==> config.mk <==
export PLATFORM = sky130hd
export DESIGN_NAME = cpu_ctrl_fsm
export DESIGN_NICKNAME = d
export VERILOG_FILES = /design/src/rtl/cpu_ctrl_pkg.sv /design/src/rtl/ctrl_decode.sv /design/src/rtl/cpu_ctrl_fsm.sv
export SDC_FILE = /design/constraint.sdc
export NUM_CORES = 1
export LEC_CHECK = 0
export ABC_AREA = 0
export BUFFER_PORTS_ARGS = -buffer_cell sky130_fd_sc_hd__buf_2
export CORE_ASPECT_RATIO = 1.25
export CORE_UTILIZATION = 42
export CTS_CLUSTER_DIAMETER = 60
export DETAILED_ROUTE_END_ITERATION = 12
export PLACE_DENSITY = 0.65
export SLEW_MARGIN = 20
export SYNTH_ARGS = -nofsm -noshare
export SYNTH_HDL_FRONTEND = slang
export SYNTH_SLANG_ARGS = --single-unit
==> constraint.sdc <==
create_clock -name clk -period 2.3 [get_ports clk]
set_input_delay 0.115 -clock clk [delete_from_list [all_inputs] [get_ports clk]]
set_output_delay 0.115 -clock clk [all_outputs]
set_load 0.005 [all_outputs]
==> src/rtl/cpu_ctrl_pkg.sv <==
// Shared encodings for the multi-cycle CPU controller: FSM states, opcodes,
// ALU operation codes and the bundle of datapath control signals.
package cpu_ctrl_pkg;

  typedef enum logic [2:0] {
    S_FETCH  = 3'd0,
    S_DECODE = 3'd1,
    S_EXEC   = 3'd2,
    S_MEM    = 3'd3,
    S_WB     = 3'd4,
    S_HALT   = 3'd5
  } state_e;

  localparam logic [4:0] OP_R    = 5'b00000;
  localparam logic [4:0] OP_ADDI = 5'b00001;
  localparam logic [4:0] OP_LD   = 5'b00010;
  localparam logic [4:0] OP_ST   = 5'b00011;
  localparam logic [4:0] OP_BZ   = 5'b00100;
  localparam logic [4:0] OP_J    = 5'b00101;
  localparam logic [4:0] OP_CALL = 5'b00110;
  localparam logic [4:0] OP_RET  = 5'b00111;
  localparam logic [4:0] OP_HALT = 5'b11111;

  localparam logic [3:0] ALU_ADD = 4'b0000;
  localparam logic [3:0] ALU_SUB = 4'b0001;

  typedef struct packed {
    logic       ir_load;
    logic       pc_load;
    logic       sp_inc;
    logic       sp_dec;
    logic       mem_read;
    logic       mem_write;
    logic       reg_write;
    logic       regDst;
    logic       aluSrc;
    logic       memToReg;
    logic       bAndZ;
    logic       jump;
    logic       addrOp;
    logic       aOp2;
    logic       writeDataOp;
    logic       pcOp;
    logic [3:0] aluOp;
  } ctrl_t;

  // Opcodes 00000..00111 are implemented; everything else except HALT faults.
  function automatic logic op_defined(input logic [4:0] op);
    return (op <= OP_RET);
  endfunction

endpackage

==> src/rtl/ctrl_decode.sv <==
// Combinational decode of (state, latched opcode) into datapath controls.
// Memory completion strobes are qualified by mem_ready in the access cycle.
module ctrl_decode
  import cpu_ctrl_pkg::*;
(
  input  state_e     state_i,
  input  logic [4:0] op_i,
  input  logic [3:0] funct_i,
  input  logic       zero_i,
  input  logic       mem_ready_i,
  output ctrl_t      ctrl_o
);

  always_comb begin
    ctrl_o = '0;
    case (state_i)
      S_FETCH: begin
        ctrl_o.mem_read = 1'b1;
        ctrl_o.addrOp   = 1'b1;
        ctrl_o.aOp2     = 1'b1;
      end
      S_DECODE: ctrl_o.ir_load = 1'b1;
      S_EXEC: begin
        case (op_i)
          OP_R:                 ctrl_o.aluOp = funct_i;
          OP_ADDI, OP_LD, OP_ST: begin
            ctrl_o.aluSrc = 1'b1;
            ctrl_o.aluOp  = ALU_ADD;
          end
          OP_BZ: begin
            ctrl_o.aluOp   = ALU_SUB;
            ctrl_o.bAndZ   = zero_i;
            ctrl_o.pc_load = 1'b1;
          end
          OP_J: begin
            ctrl_o.jump    = 1'b1;
            ctrl_o.pc_load = 1'b1;
          end
          default: ;
        endcase
      end
      S_MEM: begin
        case (op_i)
          OP_LD: ctrl_o.mem_read = 1'b1;
          OP_ST: begin
            ctrl_o.mem_write = 1'b1;
            ctrl_o.pc_load   = mem_ready_i;
          end
          // Stack accesses address through SP (addrOp=1, aOp2=0).
          OP_CALL: begin
            ctrl_o.mem_write   = 1'b1;
            ctrl_o.addrOp      = 1'b1;
            ctrl_o.writeDataOp = 1'b1;
            ctrl_o.jump        = mem_ready_i;
            ctrl_o.pc_load     = mem_ready_i;
            ctrl_o.sp_dec      = mem_ready_i;
          end
          OP_RET: begin
            ctrl_o.mem_read = 1'b1;
            ctrl_o.addrOp   = 1'b1;
            ctrl_o.pcOp     = mem_ready_i;
            ctrl_o.pc_load  = mem_ready_i;
            ctrl_o.sp_inc   = mem_ready_i;
          end
          default: ;
        endcase
      end
      S_WB: begin
        ctrl_o.reg_write = 1'b1;
        ctrl_o.pc_load   = 1'b1;
        case (op_i)
          OP_R: begin
            ctrl_o.regDst = 1'b1;
            ctrl_o.aluOp  = funct_i;
          end
          OP_ADDI: ctrl_o.aluSrc   = 1'b1;
          OP_LD:   ctrl_o.memToReg = 1'b1;
          default: ;
        endcase
      end
      default: ;
    endcase
  end

endmodule

==> src/rtl/cpu_ctrl_fsm.sv <==
// Multi-cycle CPU control FSM: sequencing, memory wait watchdog and
// instruction latches; control decode lives in ctrl_decode.
module cpu_ctrl_fsm
  import cpu_ctrl_pkg::*;
#(
  parameter int unsigned WAIT_LIMIT = 15
) (
  input  logic       clk,
  input  logic       rst_n,
  input  logic [4:0] opcode,
  input  logic [3:0] funct,
  input  logic       zero,
  input  logic       mem_ready,
  output logic       ir_load,
  output logic       pc_load,
  output logic       sp_inc,
  output logic       sp_dec,
  output logic       mem_read,
  output logic       mem_write,
  output logic       reg_write,
  output logic       regDst,
  output logic       aluSrc,
  output logic       memToReg,
  output logic       bAndZ,
  output logic       jump,
  output logic       addrOp,
  output logic       aOp2,
  output logic       writeDataOp,
  output logic       pcOp,
  output logic [3:0] aluOp,
  output logic       halted,
  output logic       fault
);

  localparam int unsigned CW = $clog2(WAIT_LIMIT + 1);
  localparam logic [CW-1:0] LIMIT_M1 = CW'(WAIT_LIMIT - 1);

  state_e        state_q, state_d;
  logic [CW-1:0] cnt_q, cnt_d;
  logic [4:0]    op_q, op_d;
  logic [3:0]    funct_q, funct_d;
  logic          fault_q, fault_d;
  logic          started_q;
  ctrl_t         dec, ctrl;

  always_comb begin
    state_d = state_q;
    cnt_d   = cnt_q;
    op_d    = op_q;
    funct_d = funct_q;
    fault_d = fault_q;
    // The first edge after reset release only arms the FSM; FETCH runs from then on.
    if (started_q) begin
      case (state_q)
        S_FETCH, S_MEM: begin
          if (mem_ready) begin
            if (state_q == S_FETCH)  state_d = S_DECODE;
            else if (op_q == OP_LD)  state_d = S_WB;
            else                     state_d = S_FETCH;
          end else if (cnt_q == LIMIT_M1) begin
            state_d = S_HALT;
            fault_d = 1'b1;
          end else begin
            cnt_d = cnt_q + 1'b1;
          end
        end
        S_DECODE: begin
          op_d    = opcode;
          funct_d = funct;
          if (opcode == OP_HALT) begin
            state_d = S_HALT;
          end else if (!op_defined(opcode)) begin
            state_d = S_HALT;
            fault_d = 1'b1;
          end else if (opcode == OP_CALL || opcode == OP_RET) begin
            state_d = S_MEM;
          end else begin
            state_d = S_EXEC;
          end
        end
        S_EXEC: begin
          case (op_q)
            OP_R, OP_ADDI: state_d = S_WB;
            OP_LD, OP_ST:  state_d = S_MEM;
            default:       state_d = S_FETCH;
          endcase
        end
        S_WB:    state_d = S_FETCH;
        default: ;
      endcase
    end
    if (state_d != state_q) cnt_d = '0;
  end

  always_ff @(posedge clk or negedge rst_n) begin
    if (!rst_n) begin
      state_q   <= S_FETCH;
      cnt_q     <= '0;
      op_q      <= '0;
      funct_q   <= '0;
      fault_q   <= 1'b0;
      started_q <= 1'b0;
    end else begin
      state_q   <= state_d;
      cnt_q     <= cnt_d;
      op_q      <= op_d;
      funct_q   <= funct_d;
      fault_q   <= fault_d;
      started_q <= 1'b1;
    end
  end

  ctrl_decode u_decode (
    .state_i     (state_q),
    .op_i        (op_q),
    .funct_i     (funct_q),
    .zero_i      (zero),
    .mem_ready_i (mem_ready),
    .ctrl_o      (dec)
  );

  // started_q is cleared asynchronously, so this also kills strobes during reset.
  assign ctrl = started_q ? dec : '0;

  assign ir_load     = ctrl.ir_load;
  assign pc_load     = ctrl.pc_load;
  assign sp_inc      = ctrl.sp_inc;
  assign sp_dec      = ctrl.sp_dec;
  assign mem_read    = ctrl.mem_read;
  assign mem_write   = ctrl.mem_write;
  assign reg_write   = ctrl.reg_write;
  assign regDst      = ctrl.regDst;
  assign aluSrc      = ctrl.aluSrc;
  assign memToReg    = ctrl.memToReg;
  assign bAndZ       = ctrl.bAndZ;
  assign jump        = ctrl.jump;
  assign addrOp      = ctrl.addrOp;
  assign aOp2        = ctrl.aOp2;
  assign writeDataOp = ctrl.writeDataOp;
  assign pcOp        = ctrl.pcOp;
  assign aluOp       = ctrl.aluOp;
  assign halted      = started_q && (state_q == S_HALT);
  assign fault       = fault_q;

endmodule

==> reports/qor.csv <==
stage,metric,value,unit
outcome,status,finished clean,
layout,most frequent cells in the layout,"buf_2 (34), nor2_1 (17), dfrtp_1 (17)",
power_and_ir_drop,Pwr Density,983.0,nW/µm²
global_routing,initial antenna violation count,0,
critical_path,Top delay family on crit path,flip-flops,
clocking,CTS sink count,18,
layout,Fillers,299,
placed_design,Area after DPL,1523,µm²
logic_synthesis,yosys warns,0,
critical_path,Worst setup SP type,flop,
die,Die W,52.64,µm
layout,Final Instance Area,1556,µm²
routing,Routed Antenna Nets,0,
logic_synthesis,Main synth FF type,dfrtp_1,
clocking,H-Tree Level Count,1,
die,Core Area,3000,µm²
logic_synthesis,number of synthesized flops with an enable pin,0,
global_routing,vias in the first global route,1189,
die,row count,22,
layout,Final nets,202,
clocking,CTS root buf,clkbuf_4,
logic_synthesis,Synth Area in Compound Gates,15.24,%
die,Starting Density,44.87,%
logic_synthesis,xor/xnor share of the synthesized area,3.903,%
logic_synthesis,Synth Instances,156,
layout,"most common cell after layout, fill and taps aside",buf_2,
timing,Tightest Pin Transition,0.6284,ns
critical_path,Worst path max stage delay,0.75,ns
timing,Slew headroom,58.11,%
logic_synthesis,synth top area cells,"dfrtp_1 (33%), mux2_2 (6.7%), nor2_1 (4.7%)",
critical_path,Reg2Reg Setup Slack,0.29,ns
routing,vias per inst,5.756,
power_and_ir_drop,P_leak,0.6814,nW
routing,DRT iter0 DRCs,41,
routing,DRC Markers,0,
layout,diode count,0,
critical_path,Crit Path Max Fanout,21,
timing,skew final,0.002643,ns
routing,First-pass DRT Iterations,4,
placed_design,RePlAce Congestion,0.9310,
logic_synthesis,Post-Syn Nets,171,
critical_path,crit path cell chain,nand4b_1 > or2_1 > mux2i_1 > and3_1 > buf_2,
die,I/O Pins,35,
logic_synthesis,largest family of logic cells by synthesized area,simple AND/OR/NAND/NOR gates,
hold_path,Hold/Removal Path Class,in2reg,
clocking,Worst-Skew Late Latency,0.28,ns
clocking,CTS Buf Count,3,
layout,P&R area growth vs syn,15.61,%
timing,final hold violations,0,
logic_synthesis,Post-Synth Adder-Cell Area,1.859,%
clocking,CTS tree,done,
timing,Period minus WS final,2.099,ns
timing,# setup viols final,0,
timing,unrepaired setup endpoints after global routing,no,
critical_path,Arrival @ worst endpoint,1.98,ns
critical_path,WP buf/inv,1,
global_routing,global-route wire length before repair,5285,µm
logic_synthesis,Synth top area share,33.46,%
layout,layout cell share with drive strength beyond 1,29.19,%
global_routing,Total GRT Usage,20.60,%
die,die height,65.30,µm
power_and_ir_drop,Max VDD drop,0.5150,mV
logic_synthesis,Synth Cell Area,1346,µm²
logic_synthesis,"Seq/Total Area, Yosys",33.46,%
critical_path,Worst Path Required,2.18,ns
logic_synthesis,largest area contributor in the netlist,dfrtp_1,
flow_run,Max Cap Viol,0,
global_routing,GRT overflow,0,
logic_synthesis,mux share of post-synthesis cell area,8.271,%
critical_path,crit path capture type,primary output,
logic_synthesis,Synth cell types,49,
timing,final hold slack,0.04343,ns
routing,WL final,3261,µm
clocking,# Post-CTS Setup Buffers,0,
clocking,"Reg clk slew, reported paths",0.09,ns
logic_synthesis,Synth Area in Simple Gates,31.32,%
placed_design,port bufs,34,
timing,Final Cycle Share,91.27,%
timing,setup TNS,0,ns
logic_synthesis,average cell area after synthesis,8.630,µm²
critical_path,Setup CP Type,reg2out,
placed_design,Detail Placement HPWL,2565,µm
die,die area,3437,µm²
logic_synthesis,Synth Register Bits,18,
routing,total number of vias,1272,
timing,fmax,476.4,MHz
logic_synthesis,fraction of registers with async set/reset,100.0,%
routing,average wire per standard cell,14.76,µm
clocking,Max Root-Sink Buffers,2,
critical_path,"Slowest-stage cell, CP",dfrtp_1,
timing,Final Max Slew Viols,0,
global_routing,largest net degree at the start of global routing,23,
[sequential cells by signal, summed over array words and instances (netlist names)]
| register | count |
|---|---|
| op_q | 5 |
| state_q | 3 |
| cnt_q | 4 |
| fault | 1 |
| funct_q | 4 |
| started_q | 1 |
[cells by family (layout without fill, tap and decap cells)]
logic type / Yosys count / count (layout)
fa+ha+maj: 2 / 2
mux: 10 / 10
other cells: 1 / 1
xor+xnor: 6 / 6
compound gates: 27 / 27
flops: 18 / 18
simple gates: 76 / 76
buf+inv: 16 / 45
[final timing paths]
check | cells past startpoint | endpoint | start
worst max-delay path | 5 | jump | state_q[0]
worst min-delay path | 2 | funct_q[0] | funct[0]
worst max register to register | 5 | cnt_q[1] | state_q[0]
worst min register to register | 1 | fault | fault
max in group asynchronous | 2 | state_q[1] | rst_n
min in group asynchronous | 2 | funct_q[2] | rst_n
[stage by stage]
step | utilization (%) | setup slack, ns | std cells | total power [W]
detailed placement | 50.75 | 0.2693 | 217 | 0.001378
floorplan | - | 0.5663 | 156 | 0.001192
global placement | 50.75 | 0.4352 | 217 | 0.001354
finish | 51.88 | 0.2007 | 221 | 0.001530
global route | 51.88 | 0.03950 | 221 | 0.001651
CTS | 51.83 | 0.1599 | 221 | 0.001527
[layout make-up]
class / count / area [µm²] / share of cell area [%]
clock buffer: 3 / 22.52 / 1.447
inverter: 4 / 15.01 / 0.9646
multi-input combinational: 122 / 819.5 / 52.65
sequential: 18 / 451.7 / 29.02
tap: 36 / 45.04 / 2.894
timing repair buffer: 38 / 202.7 / 13.02
[power breakdown]
group          switching, W  internal (W)
clock             0.0000844     0.0000607
combinational      0.000381      0.000345
sequential         0.000222      0.000437
total              0.000688      0.000842
[what timing repair did]
action	4_1_cts	5_1_grt
hold endpoints to repair	18	0
resized for setup	0	1
hold buffers	1	0
setup endpoints to repair	0	1
[metal layers]
layer / up-vias / share of wire [%] / global-route usage [%]
met5: - / 0 / 0
met4: 0 / 1.5 / 7.566
met3: 4 / 3.6 / 2.778
met2: 46 / 49 / 35.60
met1: 598 / 46 / 25.44
li1: 624 / - / -
[synth_stat cells (3+ instances only)]
library cell and number:
nor4_1 5, buf_2 4, clkbuf_1 5, inv_1 4, nand4_1 4, dfrtp_1 18
a21oi_1 6, buf_4 3, nor2_1 17, and2_1 3, o21ai_0 4, xnor2_1 4
nand2b_1 4, nor3b_1 4, nor3_1 10, nand2_1 12, mux2_2 8
Note: power is estimated with default switching activity, not from simulation.
